## src/rtl/dmem_line_ctrl.sv

```systemverilog
// Sole master of the data memory: write-through stores and critical-word-first line refills.
// Latency: write done 2 cycles after request edge, 4-word fill done 5 cycles after; each memory stall adds one cycle.
// Backpressure: Valid=0 holds the current word (address and index frozen); TIMEOUT consecutive stalls abort with err.
module dmem_line_ctrl #(
    parameter int LINE_WORDS = 4,
    parameter int IDX_W      = 2,
    parameter int TIMEOUT    = 255
) (
    input  logic             clk,
    input  logic             reset,
    input  logic             req_read,
    input  logic             req_write,
    input  logic [31:0]      req_addr,
    input  logic [31:0]      req_wdata,
    output logic             fill_we,
    output logic [IDX_W-1:0] fill_idx,
    output logic [31:0]      fill_data,
    output logic             busy,
    output logic             done,
    output logic             err,
    output logic             HSEL,
    output logic             re,
    output logic             we,
    output logic [31:0]      a,
    output logic [31:0]      wd,
    input  logic [31:0]      rd,
    input  logic             Valid
);

    localparam int TW = $clog2(TIMEOUT + 1);

    typedef enum logic [1:0] {IDLE, WRITE, FILL, DONE} state_t;

    state_t             state_q, state_d;
    logic [31:2]        addr_q, addr_d;
    logic [31:0]        wdata_q, wdata_d;
    logic [IDX_W-1:0]   idx_q, idx_d;
    logic [IDX_W-1:0]   cnt_q, cnt_d;
    logic [TW-1:0]      tmo_q, tmo_d;
    logic               err_q, err_d;
    logic               tmo_hit;
    logic               last_word;
    logic               addr_lsb_unused;

    assign addr_lsb_unused = ^req_addr[1:0];
    assign tmo_hit   = (tmo_q == TW'(TIMEOUT - 1));
    assign last_word = (cnt_q == IDX_W'(LINE_WORDS - 1));

    always_ff @(posedge clk or posedge reset) begin
        if (reset) begin
            state_q <= IDLE;
        end else begin
            state_q <= state_d;
        end
    end

    always_comb begin
        state_d = state_q;
        case (state_q)
            IDLE: begin
                if (req_write)     state_d = WRITE;
                else if (req_read) state_d = FILL;
            end
            WRITE: begin
                if (Valid || tmo_hit) state_d = DONE;
            end
            FILL: begin
                if ((Valid && last_word) || (!Valid && tmo_hit)) state_d = DONE;
            end
            default: state_d = IDLE;
        endcase
    end

    always_ff @(posedge clk or posedge reset) begin
        if (reset) begin
            addr_q  <= '0;
            wdata_q <= '0;
            idx_q   <= '0;
            cnt_q   <= '0;
            tmo_q   <= '0;
            err_q   <= 1'b0;
        end else begin
            addr_q  <= addr_d;
            wdata_q <= wdata_d;
            idx_q   <= idx_d;
            cnt_q   <= cnt_d;
            tmo_q   <= tmo_d;
            err_q   <= err_d;
        end
    end

    always_comb begin
        addr_d  = addr_q;
        wdata_d = wdata_q;
        idx_d   = idx_q;
        cnt_d   = cnt_q;
        tmo_d   = tmo_q;
        err_d   = err_q;
        case (state_q)
            IDLE: begin
                err_d = 1'b0;
                tmo_d = '0;
                if (req_write) begin
                    addr_d  = req_addr[31:2];
                    wdata_d = req_wdata;
                end else if (req_read) begin
                    addr_d = req_addr[31:2];
                    idx_d  = req_addr[IDX_W+1:2];
                    cnt_d  = '0;
                end
            end
            WRITE, FILL: begin
                if (Valid) begin
                    tmo_d = '0;
                    if (state_q == FILL) begin
                        // index width equals log2(LINE_WORDS), so overflow is the wrap
                        idx_d = idx_q + IDX_W'(1);
                        cnt_d = cnt_q + IDX_W'(1);
                    end
                end else begin
                    tmo_d = tmo_q + TW'(1);
                    if (tmo_hit) err_d = 1'b1;
                end
            end
            default: tmo_d = '0;
        endcase
    end

    always_comb begin
        fill_we   = 1'b0;
        fill_idx  = idx_q;
        fill_data = '0;
        busy      = (state_q != IDLE);
        done      = 1'b0;
        err       = 1'b0;
        HSEL      = 1'b0;
        re        = 1'b0;
        we        = 1'b0;
        a         = '0;
        wd        = '0;
        case (state_q)
            WRITE: begin
                HSEL = 1'b1;
                we   = 1'b1;
                a    = {addr_q, 2'b00};
                wd   = wdata_q;
            end
            FILL: begin
                HSEL      = 1'b1;
                re        = 1'b1;
                a         = {addr_q[31:IDX_W+2], idx_q, 2'b00};
                fill_we   = Valid;
                fill_data = Valid ? rd : '0;
            end
            DONE: begin
                done = 1'b1;
                err  = err_q;
            end
            default: ;
        endcase
    end

endmodule

```

## config.mk

```make
export PLATFORM = sky130hd
export DESIGN_NAME = dmem_line_ctrl
export DESIGN_NICKNAME = d
export VERILOG_FILES = /design/src/rtl/dmem_line_ctrl.sv
export SDC_FILE = /design/constraint.sdc
export NUM_CORES = 1
export LEC_CHECK = 0
export ABC_AREA = 1
export CORE_ASPECT_RATIO = 0.7
export CORE_MARGIN = 1.5
export CORE_UTILIZATION = 43
export DETAILED_ROUTE_END_ITERATION = 10
export GPL_ROUTABILITY_DRIVEN = 1
export PLACE_DENSITY = 0.86
export SYNTH_ARGS = -nofsm -noshare
export SYNTH_HDL_FRONTEND = slang
export SYNTH_SLANG_ARGS = --single-unit
```

## constraint.sdc

```tcl
create_clock -name clk -period 5.2 [get_ports clk]
set_clock_uncertainty 0.15 [all_clocks]
set_input_delay 1.04 -clock clk [delete_from_list [all_inputs] [get_ports clk]]
set_output_delay 1.04 -clock clk [all_outputs]
set_load 0.01 [all_outputs]
```

Word level (Yosys, flattened, before mapping)
Cells that the tools add are included.
Widths: inputs -> output; s select.
{ "word_totals": {"output_inout_bits": 105, "ff_bits": 77, "romBits": 0, "latch_bits": 0, "mem_count": 0, "ramBits": 0} }
{ "classes": {"n_div": 0, "n_shift": 0, "order_cmp": 0, "eq_ne": 14, "n_reduce_logical": 15, "add_sub_neg": 3, "n_mul": 0, "n_bitwise": 0, "mux": 32} }
{ "ops": {"columns": ["operator", "n"], "rows": [
  ["$mux 32", 3],
  ["$pmux 32 s2", 1],
  ["$mux 30", 2],
  ["$mux 2", 12],
  ["$mux 8", 2],
  ["$ne 2x2->1 const B", 5],
  ["$add 8x1->8 const B", 1],
  ["$eq 8x8->1 const B", 1],
  ["$mux 1", 8],
  ["$pmux 2 s2", 2],
  ["$eq 2x2->1 const B", 3],
  ["$ne 2x1->1 const B", 3],
  ["$pmux 2 s3", 1],
  ["$reduce_and 3->1", 2],
  ["$reduce_bool 2->1", 3],
  ["$reduce_and 5->1", 1],
  ["$add 2x1->2 const B", 2],
  ["$reduce_and 2->1", 2],
  ["$ne 3x3->1 const B", 1],
  ["$eq 2x1->1 const B", 1],
  ["$logic_and 1x1->1", 2],
  ["$logic_not 2->1", 1],
  ["$logic_or 1x1->1", 2],
  ["$pmux 1 s2", 1],
  ["other kinds (2)", 2]
]} }

Depth between registers and ports, before layout
{ "depth": {"word_depth": 5, "mapped_depth": 9, "mapped_depth_nobuf": 9} }

Worst setup path after synthesis
No wires, ideal clock.
{ "synth_path": {"path_type": "input-to-output", "startpoint": "in Valid", "endpoint": "out fill_we", "required_time_ns": 4.010, "arrival_time_ns": 1.561, "cell_stages": 3, "slack_ns": 2.449, "cell_sequence": "nand2_2 > clkbuf_1 > inv_1"} }
{ "synth_between": {"elab_chain_cells": 1} }
{ "synth_rtl": {"columns": ["item", "line_no", "rtl"], "rows": [
  ["start: declaration", "27", "input logic Valid"],
  ["$mux 1", "141", "case (state_q)"],
  ["end: declaration", "15", "output logic fill_we,"]
]} }
No other way between the ends.

Worst setup path after layout
{ "layout_path": {"startpoint": "in Valid", "endpoint": "out fill_data[18]"} }
{ "layout_between": {"elab_chain_cells": 2} }
{ "layout_rtl": {"columns": ["item", "line_no", "rtl"], "rows": [
  ["$mux 32", "153", "fill_data = Valid ? rd : '0;"],
  ["$mux 32", "141", null],
  ["end: declaration", "17", "output logic [31:0] fill_data,"]
]} }
No other way between the ends.

==> results.sh <==
export IMPL_drt_iter0_markers=183
export IMPL_preCtsSetupSlack_ns=1.15
export IMPL_tightest_slew_ns=0.965
export IMPL_cts_hold_buf=0
export IMPL_drv_cap=0
export IMPL_antenna_found_initial=0
export IMPL_cts_buffers=9
export IMPL_via_count=3955
export IMPL_grt_start_max_net_pins=56
export IMPL_multi_input_area_mm2=0.00148
export IMPL_finalMaxSlewViolations=0
export IMPL_postCtsSetupBuffers=0
export IMPL_ios=206
export IMPL_power_switching_mw=1.31
export IMPL_ys_seq_elements=77
export IMPL_drc=0
export IMPL_die_y_um=83.2
export IMPL_gp_congestion=0.789
export IMPL_synth_warnings=0
export IMPL_hold_viol=0
export IMPL_pwr_share_clk_pct=18.3
export IMPL_final_cells=879
export IMPL_final_cell_mix="clkdlybuf4s50_1, nand2_1, inv_1"
export IMPL_crit_arrival_ns=2.87
export IMPL_clk_pin_slew_worst_paths_ns=0.06
export IMPL_syn_to_final_growth_pct=60.3
export IMPL_cp_end_kind="output pin"
export IMPL_syn_area_per_cell_um2=7.09
export IMPL_setup_ws_ns=1.14
export IMPL_diodes=0
export IMPL_detail_route_antenna_nets=0
export IMPL_synth_top_area_cell="dfrtp_1"
export IMPL_p_comb_share_pct=52.4
export IMPL_synth_top_area_share_pct=48.7
export IMPL_routed_via_density=4.50
export IMPL_drive_above_1_share_pct=4.37
export IMPL_cts_resized=0
export IMPL_critPathKind="in2out"
export IMPL_start_util_pct=43.9
export IMPL_wl_mm=11.2
export IMPL_hp_class="reg2reg"
export IMPL_p_seq_share_pct=29.2
export IMPL_p_leak_nw=3.36
export IMPL_period_share_pct=78.1
export IMPL_crit_chain="clkdlybuf4s50_1 > nand2_2 > nor2_1 > clkdlybuf4s50_1"
export IMPL_syn_area_mm2=0.00395
export IMPL_grt_ovfl_total=0
export IMPL_slew_headroom_pct=35.6
export IMPL_internal_power_mw=2.04
export IMPL_syn_inst=558
export IMPL_setup_violations=0
export IMPL_cts_max_level=3
export IMPL_setup_tns_ns=0
export IMPL_clock_sink_count=77
export IMPL_crit_required_ns=4.01
export IMPL_crit_buf_inv=2
export IMPL_outcome="finished clean"
export IMPL_fp_row_count=29
export IMPL_portBuffers=201
export IMPL_wl_per_cell_um=12.7
export IMPL_pwr_density_cell_mw_per_mm2=530
export IMPL_cp_top_family="buffers and inverters"
export IMPL_yosys_top_cells_area="dfrtp_1, nand2_1, inv_1, nor2_1, a21oi_1"
export IMPL_clock_latency_ns=0.33
export IMPL_cts_tree="done"
export IMPL_cts_root_buffer="clkbuf_16"
export IMPL_clock_path_buffers=2
export IMPL_sw_frac_of_total_pct=39.1
export IMPL_crit_slowest_cell="clkdlybuf4s50_1"
export IMPL_dp_cells=863
export IMPL_cp_max_fo=34
export IMPL_dp_hpwl_mm=8.35
export IMPL_die_x_um=118
export IMPL_max_freq_ghz=0.246
export IMPL_die_area_mm2=0.00979
export IMPL_max_stage_delay_ns=0.59
export IMPL_irDropWorstVdd_v=0.000284
export IMPL_ys_types=26
export IMPL_core_mm2=0.00900
export IMPL_finalNetCount=858
export IMPL_grt_pass1_wl_mm=18.1
export IMPL_period_minus_slack_ns=4.06
export IMPL_grt_pass1_vias=3732
export IMPL_rsz0062_at_grt="no"
export IMPL_grt_usage_pct=22.9
export IMPL_crit_top_cell="clkdlybuf4s50_1"
export IMPL_nFillCells=731
export IMPL_cp_start_kind="input pin"
export IMPL_regArea_mm2=0.00193
export IMPL_mostFrequentLayoutCell="clkdlybuf4s50_1"
export IMPL_ys_seq_area_share_pct=48.7
export IMPL_drtPass1Iterations=4
export IMPL_p_total_mw=3.36
## through the flow
stage               area (um^2)  hold WS (ns)  util (%)
floorplan                  3960         0.295         -
global placement           6040         0.312      67.1
detailed placement         6040         0.315      67.1
CTS                        6340         0.332      70.4
global route               6340         0.349      70.4
finish                     6340         0.330      70.4
## kinds of logic (layout without fill, tap and decap cells)
family | count (synthesis) | count (layout) | synth area share [%]
AO/OA/AOI/OAI | 50 | 50 | 6.90
XOR/XNOR | 1 | 1 | 0.222
adder cells (fa/ha/maj) | 7 | 7 | 2.22
buffers and inverters | 142 | 338 | 14.2
flip-flops | 77 | 77 | 48.7
other | 1 | 2 | 0.0948
AND/OR/NAND/NOR | 280 | 280 | 27.6
## synthesized netlist by cell type, drive strengths merged
| master | number |
|---|---|
| o21ai | 9 |
| o21bai | 1 |
| nor2 | 101 |
| nand3 | 7 |
| buf | 15 |
| a22oi | 1 |
| clkbuf | 9 |
| xnor2 | 1 |
| inv | 118 |
| nand4 | 1 |
| conb | 1 |
| nand2 | 171 |
| dfrtp | 77 |
| ha | 7 |
| a21oi | 38 |
| o31ai | 1 |
## worst register-to-register path, cell delays in order, from the launching register on
cell and delay, ns:
dfrtp_1 0.42, inv_1 0.10, ha_1 0.36, nand2_4 0.32
inv_2 0.51, nand2_1 0.13, nand2_1 0.09
## power by group through the flow
stage	registers, mW	clock network (mW)	logic, mW
after global placement	0.974	0	1.72
after CTS	0.982	0.627	1.78
after detailed placement	0.987	0	1.77
final	0.982	0.616	1.76
after floorplan	0.959	0	0.984
after global routing	1.01	0.657	1.94
## metal layers
layer / vias to the layer above / GRT usage, % / routed length, um
met5: - / 0 / 0
met4: 0 / 5.10 / 141
met3: 10 / 5.84 / 769
met2: 145 / 37.7 / 5170
met1: 1812 / 30.6 / 5070
li1: 1988 / - / -
## state kept, by name, summed over array words and instances (netlist names)
name      flops
state_q       2
wdata_q      32
cnt_q         2
tmo_q         8
addr_q       30
fill_idx      2
err_q         1
## area by class of cell
type | instances | share of cell area, %
Timing Repair Buffer | 204 | 32.1
Sequential cell | 77 | 30.4
Multi-Input combinational cell | 340 | 23.3
Inverter | 118 | 6.99
Clock buffer | 9 | 3.55
Tap cell | 124 | 2.45
Clock inverter | 7 | 1.20
## final timing paths
kind	start	endpoint	slack [ns]	depth (start not counted)
max in group asynchronous	reset	wdata_q[30]$_DFFE_PP0P_	2.84	3
worst max register to register	state_q[0]$_DFFE_PP0P_	wdata_q[5]$_DFFE_PP0P_	3.06	6
min in group asynchronous	reset	addr_q[22]$_DFFE_PP0P_	1.11	2
worst max-delay path	Valid	fill_data[18]	1.14	4
worst min-delay path	wdata_q[2]$_DFFE_PP0P_	wdata_q[2]$_DFFE_PP0P_	0.33	2
worst min register to register	wdata_q[2]$_DFFE_PP0P_	wdata_q[2]$_DFFE_PP0P_	0.33	2
No activity file was read; power rests on OpenSTA's default activity.
